--- src/rtl/mult_pkg.sv ---
// Shared definitions for the 8-bit shift-add multiplier: operand width and controller states.
package mult_pkg;

    localparam int MULT_WIDTH = 8;

    typedef enum logic [2:0] {
        IDLE  = 3'd0,
        LOAD  = 3'd1,
        ADD   = 3'd2,
        SHIFT = 3'd3,
        DONE  = 3'd4
    } ctrl_state_t;

endpackage

--- src/rtl/shift_add_controller_iter_counter.sv ---
// Iteration counter: clear, increment, saturate at WIDTH; o_tc flags the final iteration.
// Count updates one cycle after i_clear/i_inc; no backpressure.
module iter_counter #(
    parameter int WIDTH = 8,
    parameter int CW    = $clog2(WIDTH + 1)
) (
    input  logic          i_clock,
    input  logic          i_reset,
    input  logic          i_clear,
    input  logic          i_inc,
    output logic [CW-1:0] o_count,
    output logic          o_tc
);

    logic [CW-1:0] r_count;

    always_ff @(posedge i_clock or negedge i_reset) begin
        if (!i_reset) begin
            r_count <= '0;
        end else if (i_clear) begin
            r_count <= '0;
        end else if (i_inc && (r_count != CW'(WIDTH))) begin
            r_count <= r_count + 1'b1;
        end
    end

    assign o_count = r_count;
    assign o_tc    = (r_count == CW'(WIDTH - 1));

endmodule

--- src/rtl/shift_add_controller.sv ---
// Shift-add multiplier sequencer: start -> load, WIDTH add/shift pairs, done pulse (2*WIDTH+2 cycles).
// start is only honoured in IDLE/DONE; held start chains operations with no idle gap.
module shift_add_controller
    import mult_pkg::*;
#(
    parameter  int WIDTH = MULT_WIDTH,
    localparam int CW    = $clog2(WIDTH + 1)
) (
    input  logic          i_clock,
    input  logic          i_reset,
    input  logic          i_start,
    input  logic          i_q0,
    output logic          o_load,
    output logic          o_add,
    output logic          o_shift,
    output logic          o_ready,
    output logic          o_done,
    output logic [CW-1:0] o_bit_count
);

    ctrl_state_t r_state;
    ctrl_state_t w_next;
    logic        w_clear;
    logic        w_inc;
    logic        w_tc;

    iter_counter #(
        .WIDTH (WIDTH),
        .CW    (CW)
    ) u_iter_counter (
        .i_clock (i_clock),
        .i_reset (i_reset),
        .i_clear (w_clear),
        .i_inc   (w_inc),
        .o_count (o_bit_count),
        .o_tc    (w_tc)
    );

    always_ff @(posedge i_clock or negedge i_reset) begin
        if (!i_reset) begin
            r_state <= IDLE;
        end else begin
            r_state <= w_next;
        end
    end

    always_comb begin
        w_next  = IDLE;
        o_load  = 1'b0;
        o_add   = 1'b0;
        o_shift = 1'b0;
        o_ready = 1'b0;
        o_done  = 1'b0;
        w_clear = 1'b0;
        w_inc   = 1'b0;
        case (r_state)
            IDLE: begin
                o_ready = 1'b1;
                w_next  = i_start ? LOAD : IDLE;
            end
            LOAD: begin
                o_load  = 1'b1;
                w_clear = 1'b1;
                w_next  = ADD;
            end
            ADD: begin
                // Cycle is spent even when q0=0 so latency is operand-independent.
                o_add  = i_q0;
                w_next = SHIFT;
            end
            SHIFT: begin
                o_shift = 1'b1;
                w_inc   = 1'b1;
                w_next  = w_tc ? DONE : ADD;
            end
            DONE: begin
                o_done = 1'b1;
                w_next = i_start ? LOAD : IDLE;
            end
            default: begin
                w_next = IDLE;
            end
        endcase
    end

endmodule

--- config.mk ---
export PLATFORM = sky130hd
export DESIGN_NAME = shift_add_controller
export DESIGN_NICKNAME = d
export VERILOG_FILES = /design/src/rtl/mult_pkg.sv /design/src/rtl/shift_add_controller_iter_counter.sv /design/src/rtl/shift_add_controller.sv
export SDC_FILE = /design/constraint.sdc
export NUM_CORES = 1
export LEC_CHECK = 0
export BUFFER_PORTS_ARGS = -buffer_cell sky130_fd_sc_hd__buf_2
export CORE_AREA = 2 2 39 41
export CTS_BUF_LIST = sky130_fd_sc_hd__clkbuf_8
export CTS_CLUSTER_SIZE = 40
export DETAILED_ROUTE_END_ITERATION = 6
export DIE_AREA = 0 0 41 43
export MAX_ROUTING_LAYER = met4
export PLACE_DENSITY = 0.57
export SYNTH_ARGS = -nofsm -noshare
export SYNTH_HDL_FRONTEND = slang
export SYNTH_SLANG_ARGS = --single-unit
--- constraint.sdc ---
create_clock -name i_clock -period 1.9 [get_ports i_clock]
set_input_delay 0.095 -clock i_clock [delete_from_list [all_inputs] [get_ports i_clock]]
set_output_delay 0.095 -clock i_clock [all_outputs]
set_load 0.02 [all_outputs]
==> results of run 1 <==
==> worst max-delay path, cell delays in order (launching register included) <==
cell	delay, ns
dfrtp_1	0.45
or3b_1	0.46
clkinv_2	0.08
buf_2	0.16
==> cell families (layout without fill, tap and decap cells) <==
logic type      Yosys count  after routing  synth area share [%]
simple gates             17             17                 23.72
buf+inv                   8             24                 8.973
flops                     7              7                 44.87
compound gates            4              4                 5.449
mux                       4              4                 10.58
fa+ha+maj                 2              2                 6.409
==> stage by stage <==
stage	worst slack, ns	power [mW]	utilization (%)
detailed placement	0.4375	0.7719	33.45
floorplan	0.4168	0.6497	-
finish	0.4328	0.9721	37.43
global placement	0.4594	0.7709	33.45
CTS	0.4271	0.9827	37.43
global route	0.3523	1.056	37.43
==> cells in the mapped netlist, types with 2 or more instances <==
| cell | n |
|---|---|
| nand2_1 | 3 |
| mux2i_1 | 3 |
| inv_1 | 6 |
| nor3_1 | 3 |
| nor2_1 | 5 |
| dfrtp_1 | 7 |
| a21oi_1 | 2 |
| nand3b_1 | 2 |
| ha_1 | 2 |
==> where the power goes <==
group	leakage [nW]	internal [mW]	total, mW	switching (mW)
Clock	0.0269	0.140	0.206	0.0664
Combinational	0.171	0.190	0.451	0.260
Sequential	0.0838	0.218	0.315	0.0973
Total	0.281	0.548	0.972	0.424
==> per-layer routing <==
layer | part of all wire, % | vias up | routed length, um | track usage [%]
li1 | - | 175 | - | -
met1 | 49 | 144 | 359 | 12.50
met2 | 41 | 10 | 298 | 11.56
met3 | 8.8 | 2 | 64 | 9.424
met4 | 0.96 | 0 | 7 | 2.000
met5 | 0 | - | 0 | -
==> worst min path at each step <==
stage	slack [ns]	cells after the start	to	start
2_1_floorplan	-0.20	0	r_state[0]	i_reset
3_3_place_gp	-0.06	1	u_iter_counter.o_count[2]	i_reset
5_1_grt	0.13	3	r_state[0]	i_start
3_5_place_dp	-0.06	1	u_iter_counter.o_count[2]	i_reset
4_1_cts	0.13	3	r_state[0]	i_start
6_report	0.13	3	r_state[0]	i_start
==> sequential cells by signal, indices dropped and copies added (netlist names) <==
register and count:
r_state 3, u_iter_counter.o_count 4
==> cell type report <==
class	instances	area, um2
fillers	141	865.8
multi-input cells	27	180.2
flip-flops and latches	7	175.2
repair buffers	13	70.07
clock buffers	3	41.29
inverters	7	27.53
well taps	16	20.02
clock inverters	1	3.754
==> repair_timing <==
| item | 4_1_cts | 5_1_grt |
|---|---|---|
| setup endpoints to repair | 0 | 0 |
| hold buffers | 1 | 0 |
| hold endpoints to repair | 7 | 0 |
| buffers inserted | 0 | 0 |
==> impl_metrics.yaml, run 1 <==
power_and_ir_drop:
  power_density_nw_per_um2: 1877
  p_leak_nw: 0.2814
  ir_drop_v: 0.0008370
final_layout:
  final_cell_mix: "buf_2, inv_1, dfrtp_1"
  fin_nets: 65
  syn_to_final_growth_pct: 32.69
  final_area_um2: 518.0
  final_common_cell: "buf_2"
  fin_cells: 74
  drive_gt1_share_pct: 31.03
  diodes: 0
synth:
  ys_seq_area_share_pct: 44.87
  syn_nets: 48
  syn-cell-area_um2: 390.4
  ys_ff_latch: 7
  syn_inst: 42
  yosysTopAreaCell: "dfrtp_1"
  async_flop_share_pct: 100.0
  synth.area.top_cells: "dfrtp_1, mux2i_1, ha_1"
  synth_ff_type: "dfrtp_1"
  avgSynthCellArea_um2: 9.295
  synth_edf_count: 0
  yosys_warnings: 0
  synth_top_area_share_pct: 44.87
  synth.distinct_cells: 18
worst_setup_path:
  path_class: "flip-flop to output port"
  reg2reg_from: "u_iter_counter.o_count[0]"
  required_ns: 1.80
  start_kind: "flip-flop"
  critPathCapture: "o_load"
  startpoint: "r_state[1]"
  cp-end-kind: "output port"
  reg2reg_to: "u_iter_counter.o_count[1]"
  crit_arrival_ns: 1.37
  crit_fanout: 8
  reg2reg_depth: 4
  r2r_slack_ns: 0.46
floorplan:
  start_util_pct: 28.21
  die_h_um: 43
  ioPinCount: 13
  fp.coreArea_um2: 1384
  die_x_um: 41
  num_rows: 14
  fp.dieArea_um2: 1763
cts:
  clockBufferDepth: 2
  cts_tree: "yes"
  cts_sinks: 7
  path_clk_slew_ns: 0.04
  cts-root-buf: "clkbuf_8"
  cts_max_level: 1
  ctsResizeCount: 0
  worstSkewPairLatency_ns: 0.23
  cts_buffers: 3
route:
  wl_per_cell_um: 9.851
  firstDrtPassIters: 2
  drc: 0
  drt_wl_total_um: 729
  drtAntennaViolNets: 0
  vias_per_cell: 4.473
  vias: 331
  drtIter0Drc: 4
place:
  place_area_um2: 462.9
  portBuffers: 12
  numPlacedInstances: 69
  place.gp.congestion: 0.6018
  hpwlAfterDp_um: 560.4
sta:
  fmax_mhz: 681.6
  setup_viol: 0
  clock_skew_ns: 0.008829
  fin_tns_setup_ns: 0
  rsz0062_at_grt: "false"
  tightest_slew_ns: 0.2691
  slew_headroom_pct: 81.97
  finalHoldViolCount: 0
  finalCriticalPeriod_ns: 1.467
  report.final.slew_viol_count: 0
  hold_slack_ns: 0.1262
  fin_crit_sh_pct: 77.22
global_routing:
  grt_max_degree: 9
  grt.overflow.total: 0
  grt_pass1_vias: 271
  grt_pass1_wl_um: 1083
  antenna_found_initial: 0
  grt.total_usage_pct: 9.948
run_status:
  status: "finished clean"
worst_hold_path:
  hold_path.class: "input port to flip-flop"
job:
  max_cap_viol_count: 0
(Power assumes the default switching activity.)
==> run 2: changes to the inputs <==
--- a/config.mk
+++ b/config.mk
@@ -5,6 +5,7 @@
 export SDC_FILE = /design/constraint.sdc
 export NUM_CORES = 1
 export LEC_CHECK = 0
+export ABC_AREA = 1
 export BUFFER_PORTS_ARGS = -buffer_cell sky130_fd_sc_hd__buf_2
 export CORE_AREA = 2 2 39 41
 export CTS_BUF_LIST = sky130_fd_sc_hd__clkbuf_8
@@ -12,7 +13,7 @@
 export DETAILED_ROUTE_END_ITERATION = 6
 export DIE_AREA = 0 0 41 43
 export MAX_ROUTING_LAYER = met4
-export PLACE_DENSITY = 0.57
+export PLACE_DENSITY = 0.58
 export SYNTH_ARGS = -nofsm -noshare
 export SYNTH_HDL_FRONTEND = slang
 export SYNTH_SLANG_ARGS = --single-unit
==> constraint.sdc (replaced) <==
create_clock -name i_clock -period 1.5 [get_ports i_clock]
set_input_delay 0.075 -clock i_clock [delete_from_list [all_inputs] [get_ports i_clock]]
set_output_delay 0.075 -clock i_clock [all_outputs]
set_load 0.02 [all_outputs]
==> impl_metrics.yaml, run 2 <==
synth:
  avgSynthCellArea_um2: 7.724
  ys_seq_area_share_pct: 43.61
  synth_edf_count: 0
  synth_mux_area_share_pct: 0
  synth_most_common_cell: "nand2_1"
  synth-adder-area-share_pct: 6.231
  async_flop_share_pct: 100.0
  yosysTopAreaCell: "dfrtp_1"
  synth_top_family_by_area: "simple AND/OR/NAND/NOR gates"
  synth_xor_area_share_pct: 2.181
  syn_nets: 58
  synth_top_area_share_pct: 43.61
  synth_ff_type: "dfrtp_1"
  synth_commonest_cells: "nand2_1, inv_1, dfrtp_1, nand3_1, nor2_1"
  synth.area.top_cells: "dfrtp_1, nand3_1, nand2_1"
  syn_inst: 52
  synth.distinct_cells: 16
  ys_ff_latch: 7
  yosys_warnings: 0
  synthSimpleGateAreaFrac_pct: 34.89
  synth_compound_area_share_pct: 3.738
  syn-cell-area_um2: 401.6
global_routing:
  busiest_layer: "met1"
  grt.overflow.total: 0
  met3_usage_pct: 3.141
  grt.total_usage_pct: 9.990
  grt_max_degree: 8
  grt_pass1_wl_um: 1110
  met1_usage_pct: 13.33
  grt_pass1_vias: 289
  antenna_found_initial: 0
  met2_usage_pct: 12.81
floorplan:
  fp.dieArea_um2: 1763
  num_rows: 14
  die_x_um: 41
  fp.coreArea_um2: 1384
  ioPinCount: 13
  die_h_um: 43
  start_util_pct: 29.02
sta:
  slew_headroom_pct: 83.59
  fmax_mhz: 811.0
  rsz0062_at_grt: "false"
  report.final.slew_viol_count: 0
  fin_crit_sh_pct: 82.21
  clock_skew_ns: 0.004600
  fin_tns_setup_ns: 0
  setup_viol: 0
  finalHoldViolCount: 0
  finalCriticalPeriod_ns: 1.233
  tightest_slew_ns: 0.2449
final_layout:
  fin_cells: 85
  syn_to_final_growth_pct: 33.96
  final_common_cell: "buf_2"
  fin_nets: 76
  drive_gt1_share_pct: 31.88
  fill_cells: 150
  final_area_um2: 538.0
  largest_register_ffs: 4
  final_cell_mix: "buf_2, nand2_1, inv_1"
  diodes: 0
worst_hold_path:
  hold_path.class: "input port to flip-flop"
worst_setup_path:
  required_ns: 1.60
  path_class: "flip-flop to flip-flop"
  crit_fanout: 5
  crit_arrival_ns: 1.33
  cp_cell_sequence: "inv_1 -> ha_1 -> nand3_1 -> nand2_2 -> clkinv_1 -> nand3_1 -> o21ai_0"
  cp_common_cell: "nand3_1"
  start_kind: "flip-flop"
  path_buf_inv: 2
  slowest_stage: "dfrtp_1"
  critical_path.top_delay_family: "flip-flops"
  cp-end-kind: "flip-flop"
  max_stage_delay_ns: 0.41
cts:
  cts_setup_buffers: 0
  cts_sinks: 7
  cts_buffers: 3
  clockBufferDepth: 2
  ctsResizeCount: 0
  path_clk_slew_ns: 0.04
  worstSkewPairLatency_ns: 0.23
  cts_max_level: 1
  hold_buffers: 1
  cts_tree: "yes"
  cts-root-buf: "clkbuf_8"
route:
  drt_wl_total_um: 750
  drtAntennaViolNets: 0
  vias: 375
  firstDrtPassIters: 2
  vias_per_cell: 4.412
  wl_per_cell_um: 8.824
  drc: 0
  drtIter0Drc: 7
place:
  portBuffers: 12
  place.gp.congestion: 0.8499
  numPlacedInstances: 80
  hpwlAfterDp_um: 617.4
  place_area_um2: 481.7
power_and_ir_drop:
  ir_drop_v: 0.0008471
  p_leak_nw: 0.3016
  power_density_nw_per_um2: 2276
job:
  max_cap_viol_count: 0
run_status:
  status: "finished clean"
## run 2: cell count changes after synthesis, sizes merged, moves of 2 or more
cell    change
mux2i       -3
nand3b      -2
nand2       +9
nand3       +6
a21oi       -2
o21ai       +2
inv         +3
## run 2: power by group
group / switching, mW / total [mW] / internal (mW) / leakage, nW
Combinational: 0.396 / 0.602 / 0.206 / 0.191
Sequential: 0.0927 / 0.363 / 0.270 / 0.0850
Clock: 0.0804 / 0.260 / 0.180 / 0.0255
## run 2: layer usage
layer,wire [um],part of all wire [%]
met5,0,0
met2,340,45
met1,365,49
met4,0,0
met3,44,5.9
## run 2: cells by family (layout without fill, tap and decap cells)
kind of cell / count (synthesis) / count (layout)
flip-flops: 7 / 7
XOR/XNOR: 1 / 1
buffers and inverters: 10 / 27
adder cells (fa/ha/maj): 2 / 2
AO/OA/AOI/OAI: 3 / 3
AND/OR/NAND/NOR: 29 / 29
## run 2: cell type report
class                      count  area, um2  share of cell area (%)
clock buffer                   3      41.29                   7.674
clock inverter                 1      5.005                  0.9302
inverter                      10      37.54                   6.977
multi-input combinational     35      188.9                   35.12
sequential                     7      175.2                   32.56
tap                           16      20.02                   3.721
timing repair buffer          13      70.07                   13.02
## run 2: worst min-delay path, delay by kind of cell
kind | cells | cell delay (ns)
buffers and inverters | 1 | 0.08
AND/OR/NAND/NOR | 2 | 0.14
## run 2: path summary, 6_finish.rpt
kind,startpoint,to,slack [ns],cells past startpoint
worst min-delay path,i_start,r_state[0],0.09,3
worst max-delay path,u_iter_counter.o_count[0],u_iter_counter.o_count[2],0.27,7
worst min register to register,r_state[2],r_state[2],0.54,1
min in group asynchronous,i_reset,u_iter_counter.o_count[0],0.21,2
worst max register to register,u_iter_counter.o_count[0],u_iter_counter.o_count[2],0.27,7
max in group asynchronous,i_reset,u_iter_counter.o_count[3],1.13,2
## run 2: per-stage QoR
stage	utilization (%)	setup WS, ns	power [mW]	hold slack [ns]
after floorplan	-	0.2571	0.7983	-0.2206
after global placement	34.81	0.2856	0.9736	-0.08192
after detailed placement	34.81	0.2573	0.9751	-0.08037
after CTS	38.88	0.2453	1.249	0.08812
after global routing	38.88	0.1333	1.336	0.09049
final	38.88	0.2669	1.225	0.09284
==> run 3: changes to the inputs <==
==> constraint.sdc (replaced) <==
create_clock -name i_clock -period 1.2 [get_ports i_clock]
set_input_delay 0.06 -clock i_clock [delete_from_list [all_inputs] [get_ports i_clock]]
set_output_delay 0.06 -clock i_clock [all_outputs]
set_load 0.02 [all_outputs]
==> impl_metrics.yaml, run 3 (synthesis gave the netlist of run 2 again) <==
sta:
  fmax_mhz: 868.4
  tightest_slew_ns: 0.2023
  hold_slack_ns: 0.08155
  slew_headroom_pct: 86.39
  rsz0062_at_grt: "true"
  fin_crit_sh_pct: 95.96
  clock_skew_ns: 0.004722
  fin_ws_ns: 0.04850
  report.final.slew_viol_count: 0
  finalCriticalPeriod_ns: 1.152
  setup_viol: 0
  fin_tns_setup_ns: 0
  finalHoldViolCount: 0
power_and_ir_drop:
  p_seq_share_pct: 25.1
  clkPwrFrac_pct: 18.8
  p_comb_share_pct: 56.1
  power_mw: 1.737
  ir_drop_v: 0.001033
  p_leak_nw: 0.3297
  swShare_pct: 44.81
  power_density_nw_per_um2: 2916
  switchingPower_uw: 778.3
  p_int_uw: 958.4
global_routing:
  grt.overflow.total: 0
  grt_max_degree: 8
  grt.total_usage_pct: 11.21
  grt_pass1_wl_um: 1242
  grt_pass1_vias: 301
  antenna_found_initial: 0
place:
  place.gp.congestion: 0.8141
  numPlacedInstances: 85
  place_area_um2: 528.0
  hpwlAfterDp_um: 668.1
  portBuffers: 12
  post-place-ws_ns: -0.01533
worst_setup_path:
  required_ns: 1.14
  path_class: "flip-flop to output port"
  critical_path.top_delay_family: "flip-flops"
  cp-end-kind: "output port"
  crit_fanout: 4
  path_buf_inv: 1
  crit_arrival_ns: 1.09
  cp_cell_sequence: "nor3_4 -> buf_2"
  slowest_stage: "dfrtp_1"
  start_kind: "flip-flop"
  max_stage_delay_ns: 0.43
floorplan:
  start_util_pct: 29.02
  ioPinCount: 13
  num_rows: 14
  fp.coreArea_um2: 1384
  fp.dieArea_um2: 1763
  die_h_um: 43
  die_x_um: 41
cts:
  cts-root-buf: "clkbuf_8"
  cts_max_level: 1
  worstSkewPairLatency_ns: 0.23
  cts_sinks: 7
  clockBufferDepth: 2
  path_clk_slew_ns: 0.04
  cts_tree: "yes"
  cts_buffers: 3
run_status:
  status: "finished clean"
final_layout:
  final_common_cell: "buf_2"
  syn_to_final_growth_pct: 48.29
  diodes: 0
  final_cell_mix: "buf_2, nand2_1, nand3_1, buf_4"
  final_area_um2: 595.6
  fill_cells: 152
  drive_gt1_share_pct: 46.67
  fin_cells: 91
  fin_nets: 82
  largest_register_ffs: 4
  fin_util_pct: 43.04
route:
  drt_wl_total_um: 827
  drtAntennaViolNets: 0
  drtIter0Drc: 14
  vias_per_cell: 4.385
  wl_per_cell_um: 9.088
  drc: 0
  firstDrtPassIters: 4
  vias: 399
job:
  max_cap_viol_count: 0
worst_hold_path:
  hold_path.class: "input port to flip-flop"
## run 3: metal layers
layer  part of all wire [%]  global-route usage (%)  routed length (um)
met3                    6.8                   3.141                  56
met1                     45                   13.58                 376
met2                     47                   15.31                 388
met4                   0.73                   8.000                   6
met5                      0                       -                   0
## run 3: power groups by stage
stage	Sequential, mW	Clock, mW	Combinational [mW]
3_5_place_dp	0.439	0	0.919
5_1_grt	0.453	0.345	1.10
4_1_cts	0.435	0.334	0.936
3_3_place_gp	0.433	0	0.913
2_1_floorplan	0.530	0	0.495
6_report	0.436	0.327	0.975
## run 3: worst reg2reg max path: cells and delay by family (launching register included)
| kind | cells | cell delay, ns |
|---|---|---|
| simple gates | 3 | 0.25 |
| fa+ha+maj | 1 | 0.13 |
| flops | 1 | 0.42 |
| compound gates | 1 | 0.08 |
| buf+inv | 2 | 0.14 |
## run 3: cell type report
cell class	instances	area, um2	area share [%]
clock buffers	3	41.29	6.933
multi-input cells	35	195.2	32.77
flip-flops and latches	7	178.9	30.04
well taps	16	20.02	3.361
repair buffers	19	117.6	19.75
inverters	10	38.79	6.513
clock inverters	1	3.754	0.6303
## run 3: worst paths after layout
check	from	to	slack, ns	cells past startpoint
setup / recovery	r_state[1]	o_load	0.05	2
hold / removal	i_start	r_state[0]	0.08	3
setup reg to reg	u_iter_counter.o_count[0]	u_iter_counter.o_count[0]	0.05	7
hold reg to reg	r_state[2]	r_state[2]	0.53	1
max in group asynchronous	i_reset	u_iter_counter.o_count[1]	0.83	2
min in group asynchronous	i_reset	u_iter_counter.o_count[0]	0.19	2
## run 3: what timing repair did
item | 4_1_cts | 5_1_grt
endpoints found under the setup margin | 2 | 8
gates resized for setup | 1 | 7
hold buffers | 1 | 0
hold endpoints to repair | 7 | 0
pin swaps | 0 | 1
buffers inserted | 0 | 1
